**config.mk**
```make
export PLATFORM = sky130hd
export DESIGN_NAME = buf_rd_ctrl
export DESIGN_NICKNAME = d
export VERILOG_FILES = /design/src/rtl/buf_rd_ctrl.sv
export SDC_FILE = /design/constraint.sdc
export NUM_CORES = 1
export LEC_CHECK = 0
export ABC_CLOCK_PERIOD_IN_PS = 8230
export BUFFER_PORTS_ARGS = -buffer_cell sky130_fd_sc_hd__clkbuf_2
export CAP_MARGIN = 40
export CORE_MARGIN = 2
export CORE_UTILIZATION = 57
export CTS_CLUSTER_DIAMETER = 100
export DETAILED_ROUTE_END_ITERATION = 8
export PLACE_DENSITY = 0.88
export SYNTH_ARGS = -nofsm -noshare
export SYNTH_HDL_FRONTEND = slang
export SYNTH_SLANG_ARGS = --single-unit
export TNS_END_PERCENT = 1
```
**constraint.sdc**
```tcl
create_clock -name clk -period 8.23 [get_ports clk]
set_input_delay 1.646 -clock clk [delete_from_list [all_inputs] [get_ports clk]]
set_output_delay 1.646 -clock clk [all_outputs]
set_load 0.005 [all_outputs]
```
**src/rtl/buf_rd_ctrl.sv**
```systemverilog
// Burst reader: streams a contiguous (wrapping) range of buffer-RAM words onto a
// valid/ready stream through a 4-entry FIFO, with read issue throttled by FIFO space.
`timescale 1ns/1ps

module buf_rd_ctrl #(
  parameter int ADDR_WIDTH = 10,
  parameter int DATA_WIDTH = 256,
  parameter int DATA_DEPTH = 1024
) (
  input  logic                  clk,
  input  logic                  rst_n,
  input  logic                  start,
  input  logic [ADDR_WIDTH-1:0] base_addr,
  input  logic [ADDR_WIDTH:0]   length,
  output logic                  busy,
  output logic                  done,
  output logic [ADDR_WIDTH-1:0] rd_addr,
  output logic                  rd_en,
  input  logic [DATA_WIDTH-1:0] rd_data,
  output logic                  out_valid,
  output logic [DATA_WIDTH-1:0] out_data,
  output logic                  out_last,
  input  logic                  out_ready
);

  typedef enum logic [1:0] {IDLE, RUN, DRAIN} state_t;

  state_t                state;
  logic [ADDR_WIDTH:0]   len_q;
  logic [ADDR_WIDTH:0]   issued;
  logic [ADDR_WIDTH:0]   issued_inc;
  logic [ADDR_WIDTH-1:0] next_addr;
  logic                  rd_last;
  logic                  cap_en;
  logic                  cap_last;

  logic [DATA_WIDTH-1:0] fifo_data [4];
  logic [3:0]            fifo_last;
  logic [1:0]            wr_ptr;
  logic [1:0]            rd_ptr;
  logic [2:0]            count;
  logic [3:0]            pending;
  logic                  room;
  logic                  push;
  logic                  pop;

  assign push       = cap_en;
  assign pop        = out_valid & out_ready;
  // Words already queued plus reads still travelling through the RAM pipeline.
  assign pending    = {1'b0, count} + {3'b000, rd_en} + {3'b000, cap_en};
  assign room       = (pending < 4'd4);
  assign issued_inc = issued + {{ADDR_WIDTH{1'b0}}, 1'b1};
  assign next_addr  = (rd_addr == ADDR_WIDTH'(DATA_DEPTH - 1)) ? '0
                    : rd_addr + {{(ADDR_WIDTH-1){1'b0}}, 1'b1};

  assign out_valid  = (count != 3'd0);
  assign out_data   = out_valid ? fifo_data[rd_ptr] : '0;
  assign out_last   = out_valid & fifo_last[rd_ptr];

  always_ff @(posedge clk or negedge rst_n) begin
    if (!rst_n) begin
      state    <= IDLE;
      busy     <= 1'b0;
      done     <= 1'b0;
      rd_en    <= 1'b0;
      rd_addr  <= '0;
      rd_last  <= 1'b0;
      len_q    <= '0;
      issued   <= '0;
      cap_en   <= 1'b0;
      cap_last <= 1'b0;
    end else begin
      done     <= 1'b0;
      cap_en   <= rd_en;
      cap_last <= rd_en & rd_last;
      case (state)
        IDLE: begin
          rd_en <= 1'b0;
          if (start) begin
            if (length == '0) begin
              done <= 1'b1;
            end else begin
              state   <= RUN;
              busy    <= 1'b1;
              rd_en   <= 1'b1;
              rd_addr <= base_addr;
              issued  <= {{ADDR_WIDTH{1'b0}}, 1'b1};
              len_q   <= length;
              rd_last <= (length == {{ADDR_WIDTH{1'b0}}, 1'b1});
            end
          end
        end
        RUN: begin
          if (rd_en && (issued == len_q)) begin
            state <= DRAIN;
            rd_en <= 1'b0;
          end else if ((issued < len_q) && room) begin
            rd_en   <= 1'b1;
            rd_addr <= next_addr;
            issued  <= issued_inc;
            rd_last <= (issued_inc == len_q);
          end else begin
            rd_en <= 1'b0;
          end
        end
        DRAIN: begin
          rd_en <= 1'b0;
          if (pop && out_last) begin
            state <= IDLE;
            busy  <= 1'b0;
            done  <= 1'b1;
          end
        end
        default: begin
          state <= IDLE;
          busy  <= 1'b0;
          rd_en <= 1'b0;
        end
      endcase
    end
  end

  // FIFO bookkeeping; the data array itself needs no reset since it is masked by out_valid.
  always_ff @(posedge clk or negedge rst_n) begin
    if (!rst_n) begin
      wr_ptr    <= '0;
      rd_ptr    <= '0;
      count     <= '0;
      fifo_last <= '0;
    end else begin
      if (push) begin
        wr_ptr            <= wr_ptr + 2'd1;
        fifo_last[wr_ptr] <= cap_last;
      end
      if (pop) rd_ptr <= rd_ptr + 2'd1;
      case ({push, pop})
        2'b10:   count <= count + 3'd1;
        2'b01:   count <= count - 3'd1;
        default: count <= count;
      endcase
    end
  end

  always_ff @(posedge clk) begin
    if (push) fifo_data[wr_ptr] <= rd_data;
  end

endmodule

```
==> results of run 1 <==
worst max-delay path, cell delays in order (launching register included):
cell and delay (ns):
dfrtp_4 0.89, buf_12 0.67, mux4_2 0.61, and2_1 0.19, clkbuf_2 0.12
metrics by stage:
| step | setup slack, ns | instances | hold WS, ns |
|---|---|---|---|
| after floorplan | 0.7879 | 1940 | 0.4198 |
| after global placement | 3.821 | 3373 | 0.4839 |
| after detailed placement | 3.841 | 3379 | 0.4985 |
| after CTS | 3.134 | 3572 | 0.5112 |
| after global routing | 2.973 | 3591 | 0.5449 |
| final | 3.269 | 3594 | 0.5146 |
flip-flops by register name, indices dropped and copies added (netlist names):
name,cells
wr_ptr,2
rd_addr,10
cap_last,1
fifo_last,4
rd_last,1
issued,11
state,2
busy,1
len_q,11
rd_ptr,2
cap_en,1
rd_en,1
fifo_data,1024
count,3
done,1
worst max path at each step:
stage	cells after the start	to	startpoint	slack, ns
2_1_floorplan	4	fifo_last[2]	wr_ptr[0]	0.79
3_3_place_gp	4	out_data[220]	rd_ptr[0]	3.82
3_5_place_dp	4	out_data[220]	rd_ptr[0]	3.84
4_1_cts	4	out_data[128]	rd_ptr[0]	3.13
5_1_grt	4	out_data[220]	rd_ptr[0]	2.97
6_report	4	out_data[180]	rd_ptr[0]	3.27
per-layer routing:
layer / wire (um) / global-route usage / up-vias
met2: 48460 / 0.4153 / 990
met3: 6777 / 0.05430 / 247
li1: - / - / 9051
met1: 32610 / 0.2996 / 11193
met4: 4409 / 0.1200 / 10
met5: 63 / 0 / -
logic make-up (layout without fill, tap and decap cells):
family	Yosys count	count (layout)	share of synthesized area
other	0	22	0
XOR/XNOR	18	18	0.003791
AO/OA/AOI/OAI	79	79	0.01303
buffers and inverters	120	793	0.01230
multiplexers	274	274	0.1437
AND/OR/NAND/NOR	354	354	0.05093
flip-flops	1075	1075	0.7700
adder cells (fa/ha/maj)	20	20	0.006197
layout make-up:
class / instances / area, um^2 / area share
Sequential cell: 1075 / 32030 / 0.6551
Multi-Input combinational cell: 745 / 9067 / 0.1854
Timing Repair Buffer: 577 / 3161 / 0.06464
Clock buffer: 134 / 2765 / 0.05655
Tap cell: 959 / 1200 / 0.02454
Clock inverter: 59 / 528.0 / 0.01080
Inverter: 23 / 86.33 / 0.001766
Antenna cell: 22 / 55.05 / 0.001126
report_power, final:
group          internal (uW)  switching, uW  leakage, uW
combinational           2900           3250      0.00557
clock                   2540           1980      0.00158
sequential              7380            458      0.00999
total                  12800           5690       0.0171
placed cells by master (no fill, tap or decap), types with 23 or more instances in the layout:
| master | count |
|---|---|
| inv_1 | 23 |
| dfrtp_1 | 49 |
| clkbuf_16 | 104 |
| clkbuf_2 | 551 |
| mux4_2 | 257 |
| and2_1 | 260 |
| clkinv_1 | 31 |
| clkbuf_1 | 25 |
| edfxtp_1 | 1024 |
==> results by group, run 1 <==
Placement
  • Post-DP Area: 45550 um^2
  • Hpwl dp: 56.51 mm
  • Port Buf Inserts: 551
  • Final RePlAce weighted congestion: 0.8642

Global route
  • Total GRT Usage: 0.2447
  • Largest net degree at the start of global routing: 137
  • Total congestion overflow: 0
  • Initial antenna violation count: 25
  • Vias in the first global route: 22418
  • First-pass GRT wire length: 136.7 mm

Floorplan
  • Chip height: 274.1 um
  • Die area: 75140 um^2
  • Core area: 72590 um^2
  • Initial core utilization: 0.5730
  • Die Width: 274.1 um
  • I/O pin count: 552
  • Num rows: 99

Clock network
  • TritonCTS buffer count: 102
  • Clock transition at path regs: 0.06 ns
  • CTS tree: done
  • Setup bufs post-CTS: 0
  • Clock Sink Count: 1075
  • CTS HTree Levels: 3
  • Clock buffer depth: 3
  • CTS Root Cell: clkbuf_16
  • Hold Buf Count CTS: 0
  • CTS resizes: 0
  • Clock insertion delay at the later pin of the skew report: 0.68 ns

Synth
  • Area share of the largest cell type after synthesis: 0.7394
  • Syn Inst Count: 1940
  • Post-Synthesis Cell Area: 41590 um^2
  • Synth Register Bits: 1075
  • Synth async-reset ratio: 0.04744
  • Avg Cell Area, Syn: 21.44 um^2
  • Main flop type after synthesis: edfxtp_1
  • Ys Warns: 0
  • Synth area leaders: edfxtp_1 74%, mux4_2 14%, and2_1 4.0%, dfrtp_1 3.1%, ha_1 0.57%
  • Post-synthesis cell type count: 57
  • Net count of the mapped netlist: 2241
  • Synth area leader: edfxtp_1
  • Commonest cells post-synth: 1024 x edfxtp_1, 264 x and2_1, 257 x mux4_2
  • Dominant cell by count in the synthesized netlist: edfxtp_1
  • Number of synthesized flops with an enable pin: 1024
  • Seq/Total Area, Yosys: 0.7700

STA
  • Fmax: 0.2016 GHz
  • Tmin final: 4.961 ns
  • Slew Viols, Final: 0
  • Fin Setup TNS: 0 ns
  • Final hold violation count: 0
  • Max Clock Skew: 0.04279 ns
  • Period utilisation layout: 0.6028
  • Worst-margin pin slew: 1.038 ns
  • Max_slew headroom: 0.3083
  • RSZ-0062 raised after global routing: false
  • Setup violators final: 0

Critical path
  • CP Data Required Time: 6.58 ns
  • CP Launch Type: register
  • Worst EP arrival: 3.31 ns
  • Crit Path Class: register to output pin
  • Critical path peak fanout: 112
  • R2r startpoint: wr_ptr[0]
  • Worst R2R Path Depth: 5
  • R2R setup slack: 5.22 ns
  • CP Capture Type: output pin
  • RR Endpoint: fifo_data[0][103]

Hold path
  • HP Start: fifo_last[1]
  • Hold Crit Class: register to register
  • Hold Path Sink: fifo_last[1]
  • Min-Delay Path Depth: 1

Drt
  • Avg WL per Cell: 25.69 um
  • Drc violations: 0
  • Vias: 21491
  • Final WL: 92.33 mm
  • Drt first pass iters: 7
  • Violation count after the first detailed-routing iteration: 1873
  • Via density: 5.980
  • Post-route ant nets: 0

Outcome
  • Status: complete, no violations

Finish
  • Fill cells: 4398
  • Final instance area: 48900 um^2
  • # nets final: 2825
  • Fraction of layout cells with a size suffix above 1: 0.3831
  • Synthesis-to-finish area growth: 17.57%
  • Final core utilization: 0.6736

Pwr
  • LEAKAGE: 0.01714 uW
  • Pwr dens: 378.5 nW/um^2
  • VDD IR max: 0.3450 mV
  • Total Power: 18510 uW

Flow run
  • Max Cap Viol: 0
(Power assumes the default switching activity.)
==> run 2: changes to the inputs <==
--- a/config.mk
+++ b/config.mk
@@ -5,14 +5,14 @@
 export SDC_FILE = /design/constraint.sdc
 export NUM_CORES = 1
 export LEC_CHECK = 0
-export ABC_CLOCK_PERIOD_IN_PS = 8230
+export ABC_CLOCK_PERIOD_IN_PS = 4100
 export BUFFER_PORTS_ARGS = -buffer_cell sky130_fd_sc_hd__clkbuf_2
 export CAP_MARGIN = 40
 export CORE_MARGIN = 2
-export CORE_UTILIZATION = 57
+export CORE_UTILIZATION = 52
 export CTS_CLUSTER_DIAMETER = 100
 export DETAILED_ROUTE_END_ITERATION = 8
-export PLACE_DENSITY = 0.88
+export PLACE_DENSITY = 0.85
 export SYNTH_ARGS = -nofsm -noshare
 export SYNTH_HDL_FRONTEND = slang
 export SYNTH_SLANG_ARGS = --single-unit
==> constraint.sdc (replaced) <==
create_clock -name clk -period 4.1 [get_ports clk]
set_input_delay 0.82 -clock clk [delete_from_list [all_inputs] [get_ports clk]]
set_output_delay 0.82 -clock clk [all_outputs]
set_load 0.005 [all_outputs]
==> run 2 against run 1 <==
Utilization down 4.6 points; combinational power up 110%; die area up 9.5%; count of clock-buffer cells in the layout down 7; register-to-register slack worse by 3.9 ns; critical path depth up 1; first-iteration DRC count down 4.6%; total power up 100%; critical path type unchanged; largest power group unchanged.
==> results by group, run 2 (synthesis results as in run 1) <==
Outcome
  • Status: complete, no violations

Floorplan
  • I/O pin count: 552 (unchanged)
  • Chip height: 286.8 um (+4.6%)
  • Initial core utilization: 0.5256 (-0.04737)
  • Die area: 82260 um^2 (+9.5%)
  • Core area: 79130 um^2 (+9.0%)
  • Die Width: 286.8 um (+4.6%)
  • Num rows: 103 (+4.0%)

Critical path
  • Worst EP arrival: 2.76 ns (-0.55 ns)
  • Worst R2R Path Depth: 7 (+2)
  • CP max-delay cell: dfrtp_4
  • WP buf/inv: 3 (+1)
  • Cells along the critical path: buf_12 > buf_12 > mux4_2 > and2_1 > clkbuf_2
  • RR Endpoint: issued[3]
  • CP Data Required Time: 3.28 ns (-3.30 ns)
  • Most used cell, CP: buf_12
  • R2R setup slack: 1.32 ns (-3.90 ns)
  • CP Capture Type: output pin
  • R2r startpoint: issued[5]
  • Top Family by Delay on Critical Path: flip-flops
  • Crit Path Class: register to output pin
  • CP Launch Type: register
  • Max incr delay on CP: 0.70 ns (-0.19 ns)
  • Critical path peak fanout: 24 (-79%)
  • Critical path depth in cells: 5 (+1)

Placement
  • Final RePlAce weighted congestion: 0.9093 (+5.2%)
  • Port Buf Inserts: 551 (unchanged)
  • Hpwl dp: 60.30 mm (+6.7%)

STA
  • Tmin final: 3.585 ns
  • Slew Viols, Final: 0 (unchanged)
  • Fin Setup TNS: 0 ns (unchanged)
  • Final hold violation count: 0 (unchanged)
  • Max Clock Skew: 0.05078 ns (+0.007988 ns)
  • Hold WS: 0.2835 ns (-0.2311 ns)
  • RSZ-0062 raised after global routing: false
  • Worst-margin pin slew: 0.8465 ns (-0.1911 ns)
  • Setup violators final: 0 (unchanged)
  • Max_slew headroom: 0.4357 (+0.1274)
  • Fmax: 0.2790 GHz
  • Period utilisation layout: 0.8743

Finish
  • Fill cells: 5236 (+19%)
  • # nets final: 2879 (+1.9%)
  • Final core utilization: 0.6272 (-0.04645)
  • Biggest regs: fifo_data: 1024 flops, issued: 11 flops, len_q: 11 flops
  • Most frequent cells in the layout: 1024 x edfxtp_1, 551 x clkbuf_2, 260 x and2_1
  • Top reg by flops: fifo_data
  • Synthesis-to-finish area growth: 19.32%
  • Max reg flops: 1024 (unchanged)
  • Fraction of layout cells with a size suffix above 1: 0.3971 (+0.01406)
  • Most common cell after layout, fill and taps aside: edfxtp_1

Pwr
  • VDD IR max: 0.5635 mV (+63%)
  • Switching part of the total: 0.3050 (-0.002481)
  • Internal Power: 26310 uW (+110%)
  • Sequential share of power: 0.413 (-0.010)
  • Comb power frac: 0.341 (+0.009)
  • LEAKAGE: 0.01751 uW (+2.1%)
  • Sw Pwr: 11540 uW (+100%)
  • Pwr dens: 762.7 nW/um^2 (+100%)
  • Clock power share: 0.246 (+0.002)

Clock network
  • Clock buffer depth: 3 (unchanged)
  • Setup bufs post-CTS: 0 (unchanged)
  • CTS Root Cell: clkbuf_16
  • Clock Sink Count: 1075 (unchanged)
  • CTS HTree Levels: 3 (unchanged)
  • CTS resizes: 0 (unchanged)
  • Clock insertion delay at the later pin of the skew report: 0.67 ns (about the same)
  • CTS tree: done
  • TritonCTS buffer count: 104 (+2.0%)
  • Clock transition at path regs: 0.06 ns (about the same)
  • Hold Buf Count CTS: 0 (unchanged)

Drt
  • Final WL: 94.17 mm (+2.0%)
  • Vias: 21518 (+0.13%)
  • Via density: 5.767 (-3.6%)
  • Drt first pass iters: 7 (unchanged)
  • Violation count after the first detailed-routing iteration: 1786 (-4.6%)
  • Avg WL per Cell: 25.24 um (-1.8%)
  • Drc violations: 0 (unchanged)
  • Post-route ant nets: 0 (unchanged)

Hold path
  • Hold Crit Class: input port to asynchronous set/reset pin

Global route
  • Total congestion overflow: 0 (unchanged)
  • Vias in the first global route: 22653 (+1.0%)
  • Largest net degree at the start of global routing: 87 (-36%)
  • Initial antenna violation count: 31 (+24%)
  • First-pass GRT wire length: 139.6 mm (+2.1%)
  • Total GRT Usage: 0.2270 (-0.01769)

Flow run
  • Max Cap Viol: 0 (unchanged)
==> run 2: per-layer routing <==
layer | track usage | up-vias | part of all wire
met1 | 0.2723 | 11142 | 0.36
met2 | 0.3872 | 961 | 0.52
met5 | 0 | - | 0.0011
met4 | 0.1118 | 16 | 0.050
met3 | 0.05468 | 242 | 0.075
li1 | - | 9157 | -
==> run 2: stage by stage <==
step | instances | power, uW | setup WS, ns | instance area (um^2)
after floorplan | 1940 | 23180 | 1.100 | 41600
after global routing | 3731 | 39520 | 0.3467 | 49630
after global placement | 3518 | 28150 | 1.165 | 46110
after detailed placement | 3522 | 28740 | 1.132 | 46220
after CTS | 3709 | 38210 | 0.4283 | 49570
final | 3731 | 37850 | 0.5154 | 49630
==> run 2: power by group through the flow <==
stage          Clock [uW]  Sequential (uW)  Combinational, uW
2_1_floorplan           0            15500               7640
3_3_place_gp            0            15600              12500
3_5_place_dp            0            15800              12900
4_1_cts              9490            15700              13100
5_1_grt              9890            15800              13800
6_report             9310            15600              12900
==> run 2: layout make-up <==
class | instances | area, um^2 | area share
tap | 1050 | 1314 | 0.02647
antenna | 22 | 55.05 | 0.001109
clock buffer | 127 | 2720 | 0.05481
sequential | 1075 | 32030 | 0.6455
inverter | 23 | 86.33 | 0.001740
multi-input combinational | 745 | 9067 | 0.1827
timing repair buffer | 629 | 3716 | 0.07488
clock inverter | 60 | 634.4 | 0.01278
==> run 2: worst max path at each step <==
stage | from | endpoint | slack (ns)
2_1_floorplan | wr_ptr[0] | fifo_last[2] | 1.10
3_3_place_gp | rd_ptr[0] | out_data[94] | 1.16
3_5_place_dp | rd_ptr[0] | out_data[67] | 1.13
4_1_cts | rd_ptr[0] | out_data[67] | 0.43
5_1_grt | rd_ptr[0] | out_data[91] | 0.35
6_report | rd_ptr[0] | out_data[91] | 0.52
